## config.mk

```make
export PLATFORM = sky130hd
export DESIGN_NAME = instr_encoder
export DESIGN_NICKNAME = d
export VERILOG_FILES = /design/src/rtl/instr_encoder_pkg.sv /design/src/rtl/instr_encoder_imm_pack.sv /design/src/rtl/instr_encoder.sv
export SDC_FILE = /design/constraint.sdc
export NUM_CORES = 1
export LEC_CHECK = 0
export CAP_MARGIN = 20
export CORE_MARGIN = 2
export CORE_UTILIZATION = 27
export CTS_CLUSTER_SIZE = 30
export DETAILED_ROUTE_END_ITERATION = 8
export MAX_ROUTING_LAYER = met4
export PLACE_DENSITY_LB_ADDON = 0.08
export RECOVER_POWER = 50
export REMOVE_ABC_BUFFERS = 1
export SYNTH_ARGS = -nofsm -noshare
export SYNTH_HDL_FRONTEND = slang
export SYNTH_SLANG_ARGS = --single-unit
```

## constraint.sdc

```tcl
create_clock -name CLK -period 4.05 [get_ports CLK]
set_input_delay 0.81 -clock CLK [delete_from_list [all_inputs] [get_ports CLK]]
set_output_delay 0.81 -clock CLK [all_outputs]
set_load 0.005 [all_outputs]
```

## src/rtl/instr_encoder_pkg.sv

```systemverilog
// Shared RV32I encode/decode definitions: instruction formats, major opcodes,
// stage-1 payload layout and the decode-side immediate extender.
package instr_encoder_pkg;

    typedef enum logic [2:0] {
        FMT_R = 3'd0,
        FMT_I = 3'd1,
        FMT_S = 3'd2,
        FMT_B = 3'd3,
        FMT_U = 3'd4,
        FMT_J = 3'd5
    } fmt_e;

    localparam logic [6:0] OPC_LOAD     = 7'h03;
    localparam logic [6:0] OPC_MISC_MEM = 7'h0F;
    localparam logic [6:0] OPC_OP_IMM   = 7'h13;
    localparam logic [6:0] OPC_AUIPC    = 7'h17;
    localparam logic [6:0] OPC_STORE    = 7'h23;
    localparam logic [6:0] OPC_OP       = 7'h33;
    localparam logic [6:0] OPC_LUI      = 7'h37;
    localparam logic [6:0] OPC_BRANCH   = 7'h63;
    localparam logic [6:0] OPC_JALR     = 7'h67;
    localparam logic [6:0] OPC_JAL      = 7'h6F;
    localparam logic [6:0] OPC_SYSTEM   = 7'h73;

    localparam logic [15:0] ERR_CNT_MAX = 16'hFFFF;

    // Stage-1 holds the request with its immediate already placed.
    typedef struct packed {
        logic [2:0]  fmt;
        logic [6:0]  opcode;
        logic [2:0]  funct3;
        logic [6:0]  funct7;
        logic [4:0]  rd;
        logic [4:0]  rs1;
        logic [4:0]  rs2;
        logic [31:0] imm_bits;
        logic        err;
    } s1_t;

    function automatic logic fmt_is_valid(input logic [2:0] fmt);
        return fmt <= 3'(FMT_J);
    endfunction

    // Decode-side extender; the encoder is its exact inverse.
    function automatic logic [31:0] imm_extend(input logic [31:0] instr, input logic [2:0] fmt);
        case (fmt_e'(fmt))
            FMT_I:   return {{20{instr[31]}}, instr[31:20]};
            FMT_S:   return {{20{instr[31]}}, instr[31:25], instr[11:7]};
            FMT_B:   return {{19{instr[31]}}, instr[31], instr[7], instr[30:25], instr[11:8], 1'b0};
            FMT_U:   return {instr[31:12], 12'd0};
            FMT_J:   return {{11{instr[31]}}, instr[31], instr[19:12], instr[20], instr[30:21], 1'b0};
            default: return 32'd0;
        endcase
    endfunction

endpackage

```

## src/rtl/instr_encoder_imm_pack.sv

```systemverilog
// Immediate placement into the RV32I word plus error flag.
// Define RANGE_CHECK_EN to also flag immediates that do not fit their format.
module imm_pack
    import instr_encoder_pkg::*;
(
    input  logic [31:0] imm,
    input  logic [2:0]  fmt,
    output logic [31:0] bits,
    output logic        err
);

    fmt_e fmt_q;
    assign fmt_q = fmt_e'(fmt);

    always_comb begin
        bits = 32'd0;
        case (fmt_q)
            FMT_I:   bits = {imm[11:0], 20'd0};
            FMT_S:   bits = {imm[11:5], 13'd0, imm[4:0], 7'd0};
            FMT_B:   bits = {imm[12], imm[10:5], 13'd0, imm[4:1], imm[11], 7'd0};
            FMT_U:   bits = {imm[31:12], 12'd0};
            FMT_J:   bits = {imm[20], imm[10:1], imm[11], imm[19:12], 12'd0};
            default: bits = 32'd0;
        endcase
    end

`ifdef RANGE_CHECK_EN
    logic fits12;
    logic fits13;
    logic fits21;

    // A value fits N signed bits when everything above bit N-2 is pure sign.
    assign fits12 = (imm[31:11] == '0) || (imm[31:11] == '1);
    assign fits13 = (imm[31:12] == '0) || (imm[31:12] == '1);
    assign fits21 = (imm[31:20] == '0) || (imm[31:20] == '1);

    always_comb begin
        err = 1'b0;
        case (fmt_q)
            FMT_R:        err = 1'b0;
            FMT_I, FMT_S: err = !fits12;
            FMT_B:        err = !fits13 || imm[0];
            FMT_J:        err = !fits21 || imm[0];
            FMT_U:        err = (imm[11:0] != 12'd0);
            default:      err = 1'b1;
        endcase
    end
`else
    assign err = !fmt_is_valid(fmt);
`endif

endmodule

```

## src/rtl/instr_encoder.sv

```systemverilog
// Two-stage RV32I instruction encoder with valid/ready handshake and a
// saturating error counter. Range checking is enabled by RANGE_CHECK_EN.
module instr_encoder
    import instr_encoder_pkg::*;
(
    input  logic        CLK,
    input  logic        RESET_N,
    input  logic        in_valid,
    output logic        in_ready,
    input  logic [2:0]  fmt,
    input  logic [6:0]  opcode,
    input  logic [2:0]  funct3,
    input  logic [6:0]  funct7,
    input  logic [4:0]  rd,
    input  logic [4:0]  rs1,
    input  logic [4:0]  rs2,
    input  logic [31:0] imm,
    output logic        out_valid,
    input  logic        out_ready,
    output logic [31:0] out_instr,
    output logic        out_err,
    output logic [15:0] err_cnt
);

    s1_t         s1;
    s1_t         s1_next;
    logic        s1_valid;
    logic        s2_adv;
    logic [31:0] imm_bits;
    logic        imm_err;
    logic [31:0] word;

    imm_pack u_imm_pack (
        .imm  (imm),
        .fmt  (fmt),
        .bits (imm_bits),
        .err  (imm_err)
    );

    assign s2_adv   = !out_valid || out_ready;
    assign in_ready = !s1_valid || s2_adv;

    always_comb begin
        s1_next          = '0;
        s1_next.fmt      = fmt;
        s1_next.opcode   = opcode;
        s1_next.funct3   = funct3;
        s1_next.funct7   = funct7;
        s1_next.rd       = rd;
        s1_next.rs1      = rs1;
        s1_next.rs2      = rs2;
        s1_next.imm_bits = imm_bits;
        s1_next.err      = imm_err;
    end

    always_ff @(posedge CLK or negedge RESET_N) begin
        if (!RESET_N) begin
            s1_valid <= 1'b0;
            s1       <= '0;
        end else if (in_ready) begin
            s1_valid <= in_valid;
            if (in_valid) begin
                s1 <= s1_next;
            end
        end
    end

    // Register fields are merged around the already-placed immediate bits.
    always_comb begin
        word = 32'd0;
        case (fmt_e'(s1.fmt))
            FMT_R:        word = {s1.funct7, s1.rs2, s1.rs1, s1.funct3, s1.rd, s1.opcode};
            FMT_I:        word = s1.imm_bits | {12'd0, s1.rs1, s1.funct3, s1.rd, s1.opcode};
            FMT_S, FMT_B: word = s1.imm_bits | {7'd0, s1.rs2, s1.rs1, s1.funct3, 5'd0, s1.opcode};
            FMT_U, FMT_J: word = s1.imm_bits | {20'd0, s1.rd, s1.opcode};
            default:      word = 32'd0;
        endcase
    end

    always_ff @(posedge CLK or negedge RESET_N) begin
        if (!RESET_N) begin
            out_valid <= 1'b0;
            out_instr <= 32'd0;
            out_err   <= 1'b0;
        end else if (s2_adv) begin
            out_valid <= s1_valid;
            if (s1_valid) begin
                out_instr <= word;
                out_err   <= s1.err;
            end
        end
    end

    always_ff @(posedge CLK or negedge RESET_N) begin
        if (!RESET_N) begin
            err_cnt <= 16'd0;
        end else if (out_valid && out_ready && out_err && (err_cnt != ERR_CNT_MAX)) begin
            err_cnt <= err_cnt + 16'd1;
        end
    end

endmodule

```

==> flow_summary.yaml <==
outcome:
  status: "complete, no violations"
floorplanning:
  dieArea_um2: 20000
  die_w_um: 141
  core.rowCount: 50
  start_util: 0.274
  design.core.area_um2: 18600
  fp.dieH_um: 141
  ioPinCount: 122
cts:
  cts_tree: "built"
  cts.sinks: 112
  clock_latency_ns: 0.35
  cts.clk_slew.worst_paths_ns: 0.07
  cts_resized: 0
  cts.path.max_buffers: 2
  cts_root_buf: "clkbuf_16"
  post_cts_buffers: 0
  htreeDepth: 3
  numCtsBuffers: 9
  cts_hold_buf: 0
worst_setup_path:
  startpoint_type: "input port"
  r2r-start: "s1[67]"
  crit_arrival_ns: 2.20
  slowest_delay_ns: 0.60
  crit_fanout: 4
  end_kind: "output pin"
  required_ns: 3.24
  cp_cell_sequence: "dlygate4sd3_1 > nand3b_1 > clkdlybuf4s50_1"
  slowest_stage: "dlygate4sd3_1"
  worstSetupPathType: "input port to output pin"
  crit_start: "out_ready"
finish:
  nNetsFinal: 683
  fill_cells: 1880
  final_util: 0.366
  final_cells: 848
  diodes: 0
  layout-drive-gt1-share: 0.0505
  area_growth_pct: 33.8
  post-route-cell-area_um2: 6830
placed_design:
  place_congestion: 0.761
  post_dp_cell_area_um2: 6560
  dpl_worst_slack_ns: 1.01
  portBuffers: 121
  post-place-cells: 833
  dp_hpwl_um: 9580
timing:
  worst_clock_skew_ns: 0.00613
  fin_hold_ws_ns: 0.461
  maxSlewViolCount: 0
  rsz0062_at_grt: "false"
  relSlewSlack: 0.00928
  setup_tns_ns: 0
  fin_ws_ns: 1.04
  finalCritPeriodShare: 0.744
  fmax_mhz: 332
  fin_crit_ns: 3.01
  worst_pin_slew_ns: 1.49
  setup_viol_count_final: 0
  hold_viol_final: 0
power:
  p_leak_nw: 2.87
  power_density_nw_per_um2: 423
  finalPower_mw: 2.89
  peakVddDrop_mv: 0.203
routing:
  vias: 3999
  drcViolationCount: 0
  wirelength_um: 14000
  ant_nets: 0
  wl_per_cell_um: 16.5
  drt_iter0_drc: 216
  dr.pass1.iters: 4
  drt-vias-per-instance: 4.72
yosys:
  ys_ff_latch: 112
  yosysWarnings: 0
  netlist_area_um2: 5100
  synthCells: 501
  yosysSeqAreaShare: 0.549
  synth.avg_cell_area_um2: 10.2
  yosysUniqueCellTypes: 46
global_route:
  global_route.usage.met1: 0.204
  antenna_found_initial: 0
  grt_start_max_net_pins: 58
  use_met2: 0.226
  grt_pass1_vias: 4040
  grt_pass1_wl_um: 22400
  grt-ovfl-total: 0
  busiest_layer: "met2"
  use_met3: 0.0229
  gr-usage-all-layers: 0.149
hold_path:
  hold_class: "flop to flop"
  min_from: "out_instr[1]"
job:
  drv_cap: 0
[registers in the layout, indices dropped and copies added (netlist names)]
register / cells
out_instr: 32
out_err: 1
s1: 61
err_cnt: 16
out_valid: 1
s1_valid: 1
[Yosys cell counts, drive strengths merged]
| library cell | count | area share |
|---|---|---|
| inv | 21 | 0.015 |
| a21boi | 1 | 0.0015 |
| nand3 | 20 | 0.021 |
| or2 | 3 | 0.0037 |
| or4 | 1 | 0.0022 |
| dfrtp | 112 | 0.55 |
| xor2 | 3 | 0.0052 |
| and3 | 2 | 0.0025 |
| mux2i | 8 | 0.016 |
| nor4 | 2 | 0.0066 |
| nor2b | 3 | 0.0037 |
| o21a | 2 | 0.0029 |
| nand2b | 3 | 0.0037 |
| o221ai | 5 | 0.0086 |
| a41oi | 1 | 0.0017 |
| nor2 | 7 | 0.0066 |
| nand4b | 1 | 0.0017 |
| o211a | 1 | 0.0020 |
| o211ai | 1 | 0.0015 |
| nand3b | 1 | 0.0015 |
| a221oi | 1 | 0.0017 |
| xnor2 | 6 | 0.010 |
| nand2 | 101 | 0.074 |
| o31ai | 1 | 0.0015 |
| buf | 10 | 0.0088 |
| o21ai | 67 | 0.066 |
| ha | 2 | 0.0049 |
| nor3 | 7 | 0.0069 |
| a21oi | 20 | 0.020 |
| a31oi | 1 | 0.0012 |
| or3 | 2 | 0.0025 |
| and2 | 1 | 0.0012 |
| clkbuf | 18 | 0.013 |
| mux2 | 42 | 0.093 |
| a22oi | 11 | 0.016 |
| nand4 | 7 | 0.012 |
| a2bb2oi | 6 | 0.010 |
[area by class of cell]
type | instances | area (µm²) | share of cell area
tap | 234 | 293 | 0.0429
clock inverter | 3 | 17.5 | 0.00257
sequential | 112 | 2800 | 0.411
multi-input combinational | 340 | 2110 | 0.309
clock buffer | 12 | 256 | 0.0376
inverter | 21 | 78.8 | 0.0115
timing repair buffer | 126 | 1270 | 0.186
[power by group]
part	internal, mW	switching [mW]
combinational	0.340	0.298
clock	0.447	0.413
sequential	1.28	0.113
[layout by cell type (no fill, tap or decap), drive strengths merged, types with 2 or more instances in the layout]
master,netlist,layout
dfrtp,112,112
clkdlybuf4s50,0,105
nand2,101,101
o21ai,67,67
mux2,42,42
inv,21,21
a21oi,20,20
nand3,20,20
dlygate4sd3,0,15
clkbuf,18,13
a22oi,11,11
mux2i,8,8
nor2,7,7
nor3,7,7
nand4,7,7
a2bb2oi,6,6
xnor2,6,6
o221ai,5,5
buf,10,5
nor2b,3,3
nand2b,3,3
xor2,3,3
or2,3,3
or3,2,2
and3,2,2
o21a,2,2
ha,2,2
clkinv,0,2
nor4,2,2
[worst max-delay path: cells and delay by family]
kind / cells / cell delay (ns)
and+or+nand+nor: 1 / 0.24
buffers and inverters: 2 / 1.15
[cell families after synthesis]
kind of cell,Yosys count,share of synthesized area
DFF,112,0.549
adders and majority gates,2,0.00490
muxes,50,0.109
AOI/OAI and AO/OA,118,0.134
buffers and inverters,49,0.0375
xor gates and xnor gates,9,0.0155
and+or+nand+nor,161,0.149
[final timing paths]
check / endpoint / slack (ns) / depth (start not counted)
worst max-delay path: in_ready / 1.04 / 3
worst min-delay path: out_instr[1] / 0.46 / 2
worst max register to register: out_instr[29] / 2.04 / 4
worst min register to register: out_instr[1] / 0.46 / 2
max in group asynchronous: s1[34] / 2.23 / 2
min in group asynchronous: err_cnt[13] / 0.80 / 1
[routing by layer]
metal / share of wire / routed length (µm) / up-vias
met4: 0.015 / 210 / 0
met3: 0.036 / 497 / 13
met1: 0.49 / 6820 / 1944
met2: 0.46 / 6460 / 86
li1: - / - / 1956
met5: 0 / 0 / -
Power figures use the tool's default switching activity.
